[src/rtl/benes_pkg.sv]
`default_nettype none
// ============================================================================
// Module      : benes_pkg
// Description : Shared sizes, types and FSM states for the Benes config ctrl.
// Revision    : 1.0 - initial release
// ============================================================================
package benes_pkg;

   localparam int N_PORTS      = 16;
   localparam int PORT_W       = 4;
   localparam int N_STAGES     = 7;
   localparam int SW_PER_STAGE = 8;
   localparam int STAGE_W      = 3;

   localparam logic [N_STAGES-1:0] c_full_mask = '1;

   typedef enum logic [1:0] {
      ST_RUN    = 2'd0,
      ST_DRAIN  = 2'd1,
      ST_COMMIT = 2'd2
   } state_t;

   typedef logic [N_STAGES-1:0][SW_PER_STAGE-1:0] sw_cfg_t;
   typedef logic [N_PORTS-1:0][PORT_W-1:0]        port_vec_t;

endpackage
`default_nettype wire

[src/rtl/benes_vld_pipe.sv]
`default_nettype none
// ============================================================================
// Module      : benes_vld_pipe
// Description : Valid delay line tracking in-flight beats, with any-busy flag.
// Revision    : 1.0 - initial release
// ============================================================================
module benes_vld_pipe #(
   parameter int DEPTH = 2
) (
   input  logic clk,
   input  logic rst_n,
   input  logic in_vld,
   output logic out_vld,
   output logic busy
);

   logic [DEPTH-1:0] r_pipe;

   generate
      if (DEPTH == 1) begin : g_single
         always_ff @(posedge clk or negedge rst_n) begin
            if (!rst_n) r_pipe <= '0;
            else        r_pipe <= in_vld;
         end
      end else begin : g_shift
         always_ff @(posedge clk or negedge rst_n) begin
            if (!rst_n) r_pipe <= '0;
            else        r_pipe <= {r_pipe[DEPTH-2:0], in_vld};
         end
      end
   endgenerate

   assign out_vld = r_pipe[DEPTH-1];
   assign busy    = |r_pipe;

endmodule
`default_nettype wire

[src/rtl/benes_cfg_ctrl.sv]
`default_nettype none
// ============================================================================
// Module      : benes_cfg_ctrl
// Description : Shadow/active configuration control for a pipelined Benes net.
// Revision    : 1.0 - initial release
// ============================================================================
module benes_cfg_ctrl
   import benes_pkg::*;
#(
   parameter int NET_LAT = 1
) (
   input  logic                                   clk,
   input  logic                                   rst_n,
   input  logic                                   cfg_valid,
   output logic                                   cfg_ready,
   input  logic [STAGE_W-1:0]                     cfg_stage,
   input  logic [SW_PER_STAGE-1:0]                cfg_bits,
   input  logic                                   cfg_last,
   output logic                                   cfg_err,
   output logic [7:0]                             cfg_epoch,
   output logic [N_STAGES-1:0][SW_PER_STAGE-1:0]  switch_set,
   input  logic                                   in_valid,
   output logic                                   in_ready,
   input  logic [N_PORTS-1:0][PORT_W-1:0]         in_data,
   output logic [N_PORTS-1:0][PORT_W-1:0]         i_port,
   input  logic [N_PORTS-1:0][PORT_W-1:0]         o_port,
   output logic                                   out_valid,
   output logic [N_PORTS-1:0][PORT_W-1:0]         out_data
);

   state_t              r_state, w_state_nxt;
   sw_cfg_t             r_shadow, r_switch_set;
   logic [N_STAGES-1:0] r_mask, w_mask_nxt, w_mask_wr, w_stage_onehot;
   logic [7:0]          r_epoch;
   logic                r_cfg_err, w_cfg_err_nxt;
   port_vec_t           r_i_port;
   logic                w_run, w_cfg_acc, w_in_acc, w_stage_ok;
   logic                w_shadow_we, w_commit, w_pipe_busy, w_out_valid;

   // Handshakes are forced low while reset is held, not just after the next edge.
   assign w_run     = (r_state == ST_RUN) && rst_n;
   assign w_cfg_acc = cfg_valid && w_run;
   assign w_in_acc  = in_valid && w_run;

   assign w_stage_ok     = (cfg_stage < STAGE_W'(N_STAGES));
   assign w_stage_onehot = {{(N_STAGES-1){1'b0}}, 1'b1} << cfg_stage;
   assign w_mask_wr      = r_mask | w_stage_onehot;

   benes_vld_pipe #(
      .DEPTH (NET_LAT + 1)
   ) u_vld_pipe (
      .clk     (clk),
      .rst_n   (rst_n),
      .in_vld  (w_in_acc),
      .out_vld (w_out_valid),
      .busy    (w_pipe_busy)
   );

   always_comb begin
      w_state_nxt   = r_state;
      w_mask_nxt    = r_mask;
      w_cfg_err_nxt = 1'b0;
      w_shadow_we   = 1'b0;
      w_commit      = 1'b0;
      case (r_state)
         ST_RUN: begin
            if (w_cfg_acc) begin
               if (!w_stage_ok) begin
                  w_cfg_err_nxt = 1'b1;
               end else begin
                  w_shadow_we = 1'b1;
                  if (!cfg_last) begin
                     w_mask_nxt = w_mask_wr;
                  end else if (w_mask_wr == c_full_mask) begin
                     w_mask_nxt  = w_mask_wr;
                     w_state_nxt = ST_DRAIN;
                  end else begin
                     // Incomplete configuration: reject and restart collection.
                     w_cfg_err_nxt = 1'b1;
                     w_mask_nxt    = '0;
                  end
               end
            end
         end
         ST_DRAIN: begin
            if (!w_pipe_busy) w_state_nxt = ST_COMMIT;
         end
         ST_COMMIT: begin
            w_commit    = 1'b1;
            w_mask_nxt  = '0;
            w_state_nxt = ST_RUN;
         end
         default: begin
            w_state_nxt = ST_RUN;
         end
      endcase
   end

   always_ff @(posedge clk or negedge rst_n) begin
      if (!rst_n) begin
         r_state   <= ST_RUN;
         r_mask    <= '0;
         r_cfg_err <= 1'b0;
      end else begin
         r_state   <= w_state_nxt;
         r_mask    <= w_mask_nxt;
         r_cfg_err <= w_cfg_err_nxt;
      end
   end

   always_ff @(posedge clk or negedge rst_n) begin
      if (!rst_n) begin
         r_shadow     <= '0;
         r_switch_set <= '0;
         r_epoch      <= 8'd0;
      end else begin
         if (w_shadow_we) r_shadow[cfg_stage] <= cfg_bits;
         if (w_commit) begin
            r_switch_set <= r_shadow;
            r_epoch      <= r_epoch + 8'd1;
         end
      end
   end

   always_ff @(posedge clk or negedge rst_n) begin
      if (!rst_n)        r_i_port <= '0;
      else if (w_in_acc) r_i_port <= in_data;
   end

   assign cfg_ready  = w_run;
   assign in_ready   = w_run;
   assign cfg_err    = r_cfg_err;
   assign cfg_epoch  = r_epoch;
   assign switch_set = r_switch_set;
   assign i_port     = r_i_port;
   assign out_valid  = w_out_valid;
   assign out_data   = w_out_valid ? o_port : '0;

endmodule
`default_nettype wire

[config.mk]
export PLATFORM = sky130hd
export DESIGN_NAME = benes_cfg_ctrl
export DESIGN_NICKNAME = d
export VERILOG_FILES = /design/src/rtl/benes_pkg.sv /design/src/rtl/benes_vld_pipe.sv /design/src/rtl/benes_cfg_ctrl.sv
export SDC_FILE = /design/constraint.sdc
export NUM_CORES = 1
export LEC_CHECK = 0
export CAP_MARGIN = 20
export CORE_MARGIN = 2
export CORE_UTILIZATION = 25
export CTS_CLUSTER_SIZE = 28
export DETAILED_ROUTE_END_ITERATION = 7
export HOLD_SLACK_MARGIN = 0.05
export MAX_ROUTING_LAYER = met4
export SLEW_MARGIN = 40
export SYNTH_ARGS = -nofsm -noshare
export SYNTH_HDL_FRONTEND = slang
export SYNTH_SLANG_ARGS = --single-unit
[constraint.sdc]
create_clock -name clk -period 2.3 [get_ports clk]
set_input_delay 0.345 -clock clk [delete_from_list [all_inputs] [get_ports clk]]
set_output_delay 0.345 -clock clk [all_outputs]
set_load 0.05 [all_outputs]
==> metrics.md, run 1 <==
| Metric | Value |
|---|---|
| DR WL/cell | `17.4 µm` |
| Synth cell types | `37` |
| Type of the worst setup path | `in2out` |
| Detailed-route DRC error count | `0` |
| Rows | `65` |
| Root buf cell | `clkbuf_16` |
| Setup violators final | `0` |
| Worst Setup SP | `rst_n` |
| Fmax | `~0.48 GHz` |
| Fin. Hold Viols | `0` |
| TritonCTS Buffers | `17` |
| Detail Placement HPWL | `18300 µm` |
| DIE HEIGHT | `182 µm` |
| Warnings from Yosys | `0` |
| CTS clock-pin slew for the worst setup and hold paths | `80 ps` |
| Synth Register Bits | `a little under 200` |
| Synth area leader | `dfrtp_1` |
| Routed vias/inst | `4.31` |
| Max-Cap Viols | `0` |
| Area after DPL | `12500 µm²` |
| Setup bufs post-CTS | `0` |
| Core ar. | `31300 µm²` |
| Mapped Area | `7910 µm²` |
| Post_cts resized | `0` |
| Reg2reg start | `r_state[0]` |
| Worst skew pair latency | `440 ps` |
| Yosys top cell area share | `62.0%` |
| Fin crit share | `91.1%` |
| 1st-iter DRT viols | `337` |
| Fin area | `approximately 13000 µm²` |
| Post-Synthesis Cells | `between 600 and 700` |
| Initial antenna violation count | `0` |
| Worst VDD drop | `between 400 and 500 µV` |
| Worst Skew | `around 14 ps` |
| Synth cell count leaders | `196 x dfrtp_1, 180 x nand2_1, 120 x mux2_2` |
| Total leakage power | `5.79 nW` |
| Width of the chip | `roughly 180 µm` |
| Maximum clock insertion buffer count | `2` |
| Layout cells sized above 1 | `24.7%` |
| CTS tree | `built` |
| Unrepaired setup endpoints after global routing | `no` |
| Fill cell count | `3004` |
| Number of enable flip-flop cells after synthesis | `0` |
| Routability Congestion | `0.770` |
| Crit path DAT | `approximately 1800 ps` |
| Layout area overhead | `66.1%` |
| I/O pins | `340` |
| Syn_area_per_cell | `12.1 µm²` |
| Initial Util | `25.3%` |
| Syn nets | `800` |
| Hold Crit Endpoint | `u_vld_pipe.r_pipe[1]` |
| Status | `complete, no violations` |
| Post-synthesis sequential area ratio | `62.0%` |
| First-pass GRT wire length | `36800 µm` |
| Storage element area | `4900 µm²` |
| Required @ worst endpoint | `between 1500 and 2000 ps` |
| Gr usage total | `between 15 and 20%` |
| Clock sinks | `196` |
| R2R setup slack | `310 ps` |
| R2R depth | `5` |
| WL final | `24600 µm` |
| CTS H-tree depth | `4` |
| R2r endpoint | `r_shadow[6]` |
| Multi-input gate area | `2870 µm²` |
| Ys flop type | `dfrtp_1` |
| Beginning of the worst hold path | `u_vld_pipe.r_pipe[0]` |
| Slew @ Worst Pin | `723 ps` |
| Antenna Nets Post-Route | `0` |
| Slew HR | `51.8%` |
| DR vias | `between 6000 and 7000` |
| Final Slew Violations | `0` |
| Most frequent cell after synthesis | `dfrtp_1` |
| Crit end category | `output port` |
| Nature of the critical path startpoint | `input port` |
| Async SR Flop Fraction | `100%` |
| Worst Hold Margin | `423 ps` |
| Drt pass-1 iters | `4` |
| Final #Nets | `1145` |
| Power Dens Cells | `722 nW/µm²` |
| Die area | `33100 µm²` |
| Antenna diodes | `0` |
| Leading post-synthesis cells by cell area | `dfrtp_1 62%, mux2_2 17%, nand2_1 8.5%` |
| Largest net degree at the start of global routing | `73` |
| Worst hold path depth | `0` |
| Overflow left after global routing | `0` |
| HP Class | `reg2reg` |
| Tmin final | `between 2000 and 2500 ps` |
| Vias in the first global route | `approximately 6200` |
| Max FO, Critical Path | `4` |
| Count of buffers from port buffering | `339` |
==> sequential cells by signal (all words and copies together), names as in the netlist <==
register	cells
cfg_epoch	8
cfg_err	1
i_port	64
r_mask	7
r_shadow	56
r_state	2
switch_set	56
u_vld_pipe.r_pipe	2
==> how the worst max path moves through the flow <==
stage | slack, ps | end
5_1_grt | 120 | cfg_ready
6_report | 200 | cfg_ready
4_1_cts | 140 | cfg_ready
3_3_place_gp | 30 | r_mask[0]
3_5_place_dp | -30 | r_mask[0]
2_1_floorplan | 50 | i_port[12]
==> critical path, cell delays in order <==
cell           delay, ps
dlygate4sd3_1        610
clkbuf_8             170
nor3b_2              280
buf_4                200
buf_12               130
==> kinds of logic after synthesis <==
logic type	Yosys count	share of synthesized area, %
AO/OA/AOI/OAI	17	1.47
XOR/XNOR	7	0.775
adder cells (fa/ha/maj)	1	0.158
buffers and inverters	35	1.90
flip-flops	196	62.0
multiplexers	121	17.2
AND/OR/NAND/NOR	278	16.5
==> power by group <==
| group | switching (mW) | internal, mW |
|---|---|---|
| Combinational | 1.26 | 1.05 |
| Clock | 1.51 | 1.57 |
| Sequential | 0.223 | 3.87 |
| Total | 3.00 | 6.49 |
==> final cells by class <==
class | count | share of cell area (%)
Clock buffer | 17 | 3.24
Clock inverter | 15 | 1.40
Inverter | 2 | 0.0572
Multi-Input combinational cell | 424 | 21.8
Sequential cell | 196 | 37.3
Tap cell | 402 | 3.83
Timing Repair Buffer | 359 | 32.3
==> timing repair <==
action,CTS,global route
endpoints found under the hold margin,6,0
hold buffers,1,0
setup endpoints to repair,0,0
==> metal layers <==
metal	vias to the layer above	global-route usage, %	wire length [µm]
met5	-	-	0
met4	0	5.35	514
met3	22	4.01	1590
met2	226	26.3	12700
met1	3014	17.0	9800
li1	2841	-	-
==> cell usage in the layout (no fill, tap or decap), types with 4 or more instances in the layout <==
| cell type | count |
|---|---|
| a21oi_1 | 5 |
| nand3_1 | 6 |
| nand2_1 | 180 |
| dfrtp_1 | 196 |
| o21ai_0 | 4 |
| mux2_2 | 120 |
| nor2_1 | 5 |
| buf_12 | 68 |
| and2_1 | 65 |
| clkdlybuf4s50_1 | 271 |
| inv_8 | 4 |
| xnor2_1 | 5 |
| clkbuf_16 | 17 |
| nand2b_1 | 5 |
| buf_4 | 16 |
==> stage by stage <==
stage | instances | TNS (ps) | power, mW | setup WS, ps | util, %
finish | 1415 | 0 | 9.48 | 204 | 41.9
global route | 1415 | 0 | 9.90 | 120 | 41.9
CTS | 1415 | 0 | 9.62 | 141 | 41.9
detailed placement | 1382 | -43.6 | 6.50 | -29.7 | 40.0
global placement | 1382 | 0 | 6.46 | 33.3 | 39.9
floorplan | 655 | 0 | 5.41 | 50.9 | -
Note: power is estimated with default switching activity, not from simulation.
==> inputs of run 2 (changes only) <==
--- a/config.mk
+++ b/config.mk
@@ -5,7 +5,6 @@
 export SDC_FILE = /design/constraint.sdc
 export NUM_CORES = 1
 export LEC_CHECK = 0
-export CAP_MARGIN = 20
 export CORE_MARGIN = 2
 export CORE_UTILIZATION = 25
 export CTS_CLUSTER_SIZE = 28
==> results of run 2 <==
Final layout, timing and power as in run 1 (identical DEF).
